$ cat src/rtl/interrupt_controller.sv
// Three-source prioritised interrupt controller with edge capture, mask, global enable,
// in-service tracking and a 3-deep EPC stack. All state moves on the falling clock edge.
module interrupt_controller #(
    parameter logic [31:0] VEC1 = 32'h0000_0100,
    parameter logic [31:0] VEC2 = 32'h0000_0200,
    parameter logic [31:0] VEC3 = 32'h0000_0300,
    parameter bit          NEST = 1'b1
) (
    input  logic        clk,
    input  logic        rst,
    input  logic [2:0]  irq,
    input  logic        mask_we,
    input  logic [2:0]  mask_din,
    input  logic        gie_we,
    input  logic        gie_din,
    input  logic        eret,
    input  logic [31:0] pc_next,
    output logic        int_req,
    output logic [31:0] int_vector,
    output logic [1:0]  int_id,
    output logic [31:0] epc,
    output logic [2:0]  mask,
    output logic        gie,
    output logic [2:0]  isr
);

    logic [2:0]  pending;
    logic [2:0]  irq_prev;
    logic [2:0]  nest_ok;
    logic [2:0]  elig;
    logic [2:0]  win;
    logic [2:0]  clr;
    logic [1:0]  sp;
    logic [31:0] stack [0:2];
    logic        take;
    logic        do_ret;

    always_comb begin
        if (NEST) begin
            nest_ok[2] = ~isr[2];
            nest_ok[1] = ~(|isr[2:1]);
            nest_ok[0] = ~(|isr);
        end else begin
            nest_ok = {3{isr == 3'b000}};
        end
    end

    assign elig = pending & ~mask & {3{gie}} & nest_ok;

    always_comb begin
        win        = 3'b000;
        int_id     = 2'd0;
        int_vector = 32'h0;
        if (elig[2]) begin
            win        = 3'b100;
            int_id     = 2'd1;
            int_vector = VEC1;
        end else if (elig[1]) begin
            win        = 3'b010;
            int_id     = 2'd2;
            int_vector = VEC2;
        end else if (elig[0]) begin
            win        = 3'b001;
            int_id     = 2'd3;
            int_vector = VEC3;
        end
    end

    assign int_req = |elig;
    assign take    = int_req;
    // a return is discarded whenever a take happens on the same edge
    assign do_ret  = eret & ~int_req & (|isr);

    always_comb begin
        clr = 3'b000;
        if (isr[2])      clr = 3'b100;
        else if (isr[1]) clr = 3'b010;
        else if (isr[0]) clr = 3'b001;
    end

    always_comb begin
        case (sp)
            2'd1:    epc = stack[0];
            2'd2:    epc = stack[1];
            2'd3:    epc = stack[2];
            default: epc = 32'h0;
        endcase
    end

    always_ff @(negedge clk or posedge rst) begin
        if (rst) begin
            pending  <= 3'b000;
            irq_prev <= 3'b111;
            isr      <= 3'b000;
            mask     <= 3'b000;
            gie      <= 1'b1;
            sp       <= 2'd0;
            for (int i = 0; i < 3; i++) stack[i] <= 32'h0;
        end else begin
            irq_prev <= irq;
            // a fresh edge on the winning line in the take cycle survives the clear
            pending  <= (pending & ~win) | (irq & ~irq_prev);
            if (mask_we) mask <= mask_din;
            if (gie_we)  gie  <= gie_din;
            if (take) begin
                isr <= isr | win;
                sp  <= sp + 2'd1;
                for (int i = 0; i < 3; i++) begin
                    if (sp == 2'(i)) stack[i] <= pc_next;
                end
            end else if (do_ret) begin
                isr <= isr & ~clr;
                sp  <= sp - 2'd1;
            end
        end
    end

endmodule

$ cat config.mk
export PLATFORM = sky130hd
export DESIGN_NAME = interrupt_controller
export DESIGN_NICKNAME = d
export VERILOG_FILES = /design/src/rtl/interrupt_controller.sv
export SDC_FILE = /design/constraint.sdc
export NUM_CORES = 1
export LEC_CHECK = 0
export CORE_MARGIN = 2
export CORE_UTILIZATION = 25
export CTS_CLUSTER_DIAMETER = 150
export DETAILED_ROUTE_END_ITERATION = 10
export GPL_TIMING_DRIVEN = 0
export MAX_ROUTING_LAYER = met4
export SYNTH_ARGS = -nofsm -noshare
export SYNTH_HDL_FRONTEND = slang
export SYNTH_SLANG_ARGS = --single-unit
$ cat constraint.sdc
create_clock -name clk -period 10.4 [get_ports clk]
set_input_delay 3.12 -clock clk [delete_from_list [all_inputs] [get_ports clk]]
set_output_delay 3.12 -clock clk [all_outputs]
set_load 0.01 [all_outputs]
==> summary.md <==
| Metric | Value |
|---|---|
| Gr ovfl total | `0` |
| Critical Path End Type | `output port` |
| Max VDD drop | `0.125 mV` |
| Mapped Area | `0.00511 mm2` |
| Final ANT Viol Nets | `0` |
| Initial Util | `0.253` |
| Comb pwr share | `0.476` |
| DR vias | `3587` |
| Number of diodes | `0` |
| Synth Flop Type | `dfrtn_1` |
| Crit path launch type | `flop` |
| Asr flop ratio synth | `1.00` |
| Total wire length | `approximately 14000 um` |
| Max Cap Viol | `0` |
| Share of the synthesized area in the top cell type | `0.524` |
| Area Growth Syn to Fin | `38.3%` |
| Ys Warns | `0` |
| Register area share after synthesis | `0.544` |
| Sequential share of power | `0.359` |
| Final Hold Violating Endpoints | `0` |
| Worst Path Arrival | `7170 ps` |
| Critical path fanouts, max | `5` |
| Pleak | `3.35 nW` |
| Vias per inst | `around 4.5` |
| Synthesized area per cell | `roughly 13 um2` |
| Largest net degree at the start of global routing | `40` |
| Reg clk slew, reported paths | `50 ps` |
| Sinks on Clock Net | `111` |
| Layout cells sized above 1 | `0.362` |
| H-tree Lvls | `3` |
| Synth area leader | `dfrtn_1` |
| Power Density | `306 mW/mm2` |
| Vias in the first global route | `3776` |
| Crit path required time | `7280 ps` |
| Worst clock skew | `56.2 ps` |
| Die width | `about 150 um` |
| DRT iter0 DRCs | `roughly 220` |
| Sw Pwr | `0.000765 W` |
| Core area | `about 0.02 mm2` |
| Fin util | `0.351` |
| Wire length per cell | `between 15 and 20 um` |
| Fill cells | `about 2000` |
| CTS Buf Count | `9` |
| Post-synth EDFFs | `0` |
| Number of setup violations in the final report | `0` |
| Hold/Removal Path Class | `flop to flop` |
| CP Class | `flop to output port` |
| Most common cell in the netlist | `dfrtn_1` |
| Internal Pwr Total | `approximately 0.0014 W` |
| Synth unique cells | `34` |
| Power after layout | `0.00216 W` |
| CTS tree | `yes` |
| Skew-Pair Late Insertion Delay | `410 ps` |
| Fin. max-slew vios | `0` |
| Dpl hpwl | `9610 um` |
| Status | `complete, no violations` |
| Multi-input logic area | `0.00209 mm2` |
| RSZ-0062 raised after global routing | `false` |
| Synth area leaders | `dfrtn_1 (52%), mux2_2 (18%), a222oi_1 (6.3%)` |
| FF+latch count, synth | `111` |
| Row Count | `52` |
| Die area | `0.0216 mm2` |
| Clock power frac | `0.165` |
| Port bufs | `87` |
| GP Congestion | `0.705` |
| Total GRT Usage | `0.132` |
| First-pass GRT wire length | `20800 um` |
| Initial antenna violation count | `0` |
| Post-synthesis cell count | `380` |
| Layout Nets | `between 500 and 600` |
| Die Span Y | `roughly 150 um` |
| DR pass1 iterations | `5` |
| Sw frac | `0.354` |
| Register area | `0.00278 mm2` |
| Top cells by count, synth | `dfrtn_1 (107), mux2_2 (82), buf_4 (35), nor2_1 (33), a222oi_1 (32)` |
| Root buf cell | `clkbuf_16` |
| Number of I/O pins | `118` |
| Hold_buf cts | `0` |
| Worst-case clock buffer depth | `2` |
| Post-route DRC violation count | `0` |
area by class of cell:
cell class / count / area share
flip-flops and latches: 111 / 0.394
clock buffers: 11 / 0.0373
multi-input cells: 234 / 0.296
plain buffers: 53 / 0.0655
well taps: 270 / 0.0478
clock inverters: 9 / 0.00832
repair buffers: 99 / 0.147
inverters: 8 / 0.00478
stage by stage:
stage / area [um2] / std cells / hold slack [ps] / TNS (ps) / worst slack, ps
after global routing: 7070 / 795 / 457 / 0 / 8.35
after CTS: 6990 / 794 / 441 / -3080 / -187
after global placement: 6430 / 766 / 389 / -22740 / -369
after floorplan: 5220 / 409 / 385 / 0 / 641
final: 7070 / 795 / 432 / 0 / 110
after detailed placement: 6500 / 769 / 400 / -11110 / -412
sequential cells by signal, indices dropped and copies added, names as in the netlist:
signal    count
stack        96
irq_prev      3
isr           3
mask          3
pending       3
sp            2
gie           1
path summary, 6_finish.rpt:
check,start,end,slack (ps),depth (start not counted)
worst max register to register,gie,stack[86],8320,6
worst min register to register,irq_prev[2],pending[2],430,1
worst min-delay path,irq_prev[2],pending[2],430,1
worst max-delay path,gie,int_req,110,4
min in group asynchronous,rst,isr[0],8190,2
max in group asynchronous,rst,stack[44],1230,5
cells by family after synthesis:
group | count (synthesis) | synth area share
compound gates | 51 | 0.0943
xor+xnor | 1 | 0.00171
fa+ha+maj | 5 | 0.0122
buf+inv | 64 | 0.0815
flops | 111 | 0.544
mux | 100 | 0.220
other cells | 1 | 0.000734
simple gates | 47 | 0.0448
timing repair:
action                                  CTS  global route
pin swaps                                10            18
setup buffers                             8             1
endpoints found under the setup margin   36            34
resized for setup                        57            37
cell usage in the layout (no fill, tap or decap), types with 2 or more instances in the layout:
master           count
dfrtn_1            107
buf_12               2
buf_6                7
clkinv_4             2
clkdlybuf4s50_1     51
o21ai_0              5
nor2_2               6
clkbuf_16           10
inv_2                2
mux2_1              18
dlymetal6s2s_1      21
inv_1                9
mux2_2              82
ha_4                 2
ha_1                 2
buf_4               47
clkdlybuf4s15_1      2
conb_1              30
o31ai_1              4
dlygate4sd2_1       12
nand3_1              2
clkbuf_4             2
dfstp_2              4
inv_6                3
clkbuf_8             6
a222oi_1            32
nor2_1              27
nand4_1              2
o21ai_4              3
power groups by stage:
stage,Sequential (W),Combinational [W],Clock [W]
after floorplan,0.000745,0.000601,0.00000299
after global placement,0.000758,0.000986,0.00000299
after detailed placement,0.000779,0.00102,0.00000299
after CTS,0.000772,0.00105,0.000366
after global routing,0.000799,0.00112,0.000385
final,0.000776,0.00103,0.000356
critical path: stages (launching register included):
cell and delay, ps:
dfstp_2 560, buf_4 150, nand4bb_4 150, nand3_1 140, clkdlybuf4s50_1 560
routing by layer:
layer  global-route usage  wire (um)  vias to the layer above
met3               0.0407       1070                        8
met5                    -          0                        -
met4               0.0365        102                        0
met2                0.225       6900                      133
met1                0.150       5550                     1826
li1                     -          -                     1620
Power figures use the tool's default switching activity.
==> patch (same flow settings) <==
Change the parameter `VEC3` from 32'h0000_0300 to 32'h00000180.
--- a/src/rtl/interrupt_controller.sv
+++ b/src/rtl/interrupt_controller.sv
@@ -5,3 +5,3 @@
     parameter logic [31:0] VEC2 = 32'h0000_0200,
-    parameter logic [31:0] VEC3 = 32'h0000_0300,
+    parameter logic [31:0] VEC3 = 32'h00000180,
     parameter bit          NEST = 1'b1
Function: changed (Yosys sat finds a counterexample within 4 cycles, from zero or initial values and one cycle with rst high).
==> patch against the unedited design <==
Area after synthesis grew 3.2%. Routed wire length is 2.7% higher. Sequential cell count did not move. Setup slack lost 100 ps. Final area grew 0.64%. Critical path depth grew 1. Total power fell by 0.63%. Critical endpoint is now int_vector[7].
==> patch: results (changes against the unedited design) <==
Critical path
  – R2r setup slk: 8200 ps (was 8320 ps)
  – Largest stage delay, worst path: 530 ps (was 560 ps)
  – CP top delay family: simple AND/OR/NAND/NOR gates (was buffers and inverters)
  – Largest fanout on the critical path: 3 (was 5)
  – Critical path arrival: 7270 ps (was 7170 ps)

Route
  – Drt wl/cell: 17.51 um (was 17.13 um)
  – Metal3 WL: 1.043 mm (was 1.066 mm)
  – Vias/cell: 4.512 (about the same)
  – Routed via count: 3,605 (was 3,587)
  – Initial DRC Count: 315 (was 224)

Timing
  – Final worst setup slack: 7.862 ps (was 110.0 ps)

Outcome
  – Status: complete, no violations (unchanged)

Global route
  – Global-route wire length before repair: 21.52 mm (was 20.80 mm)
  – Vias in the first global route: 3,733 (was 3,776)

Layout
  – Multi-input gate count: 232 (was 234)
  – Nets: 567 (was 569)
  – Share of layout cells above drive strength 1: 0.4015 (was 0.3619)
  – Multi-input gate share of total cell area: 0.3146 (was 0.2959)
  – Clk tree area frac: 0.04044 (was 0.04566)
  – Number of non-clock inverters in the layout: 10 (was 8)

Placed design
  – Post-Place Worst Slack: -435.9 ps (was -412.0 ps)
  – Post-Place Cell Area: 6674 sq um (was 6500 sq um)
  – Placed cells: 773 (was 769)
  – IO Port Bufs: 88 (was 87)

Power and ir drop
  – Worst vdd ir: 0.1189 mV (was 0.1246 mV)
patch: worst min-delay path by stage:
| stage | to | startpoint | slack (ps) |
|---|---|---|---|
| 2_1_floorplan | pending[2] | irq_prev[2] | 390 |
| 3_5_place_dp | pending[2] | irq_prev[2] | 410 |
| 3_3_place_gp | pending[2] | irq_prev[2] | 390 |
| 5_1_grt | stack[18] | stack[18] | 460 |
| 4_1_cts | pending[2] | irq_prev[2] | 450 |
| 6_report | pending[2] | irq_prev[2] | 440 |
patch: what timing repair did:
| item | CTS | global route |
|---|---|---|
| buffers inserted | 7 | 1 |
| setup endpoints to repair | 38 | 32 |
| pin swaps | 11 | 19 |
| resized for setup | 99 | 24 |
patch: power by group:
part	internal (mW)	total (mW)	switching (mW)	leakage, nW
logic	0.565	1.03	0.469	1.88
registers	0.658	0.783	0.125	1.29
clock network	0.167	0.331	0.164	0.156
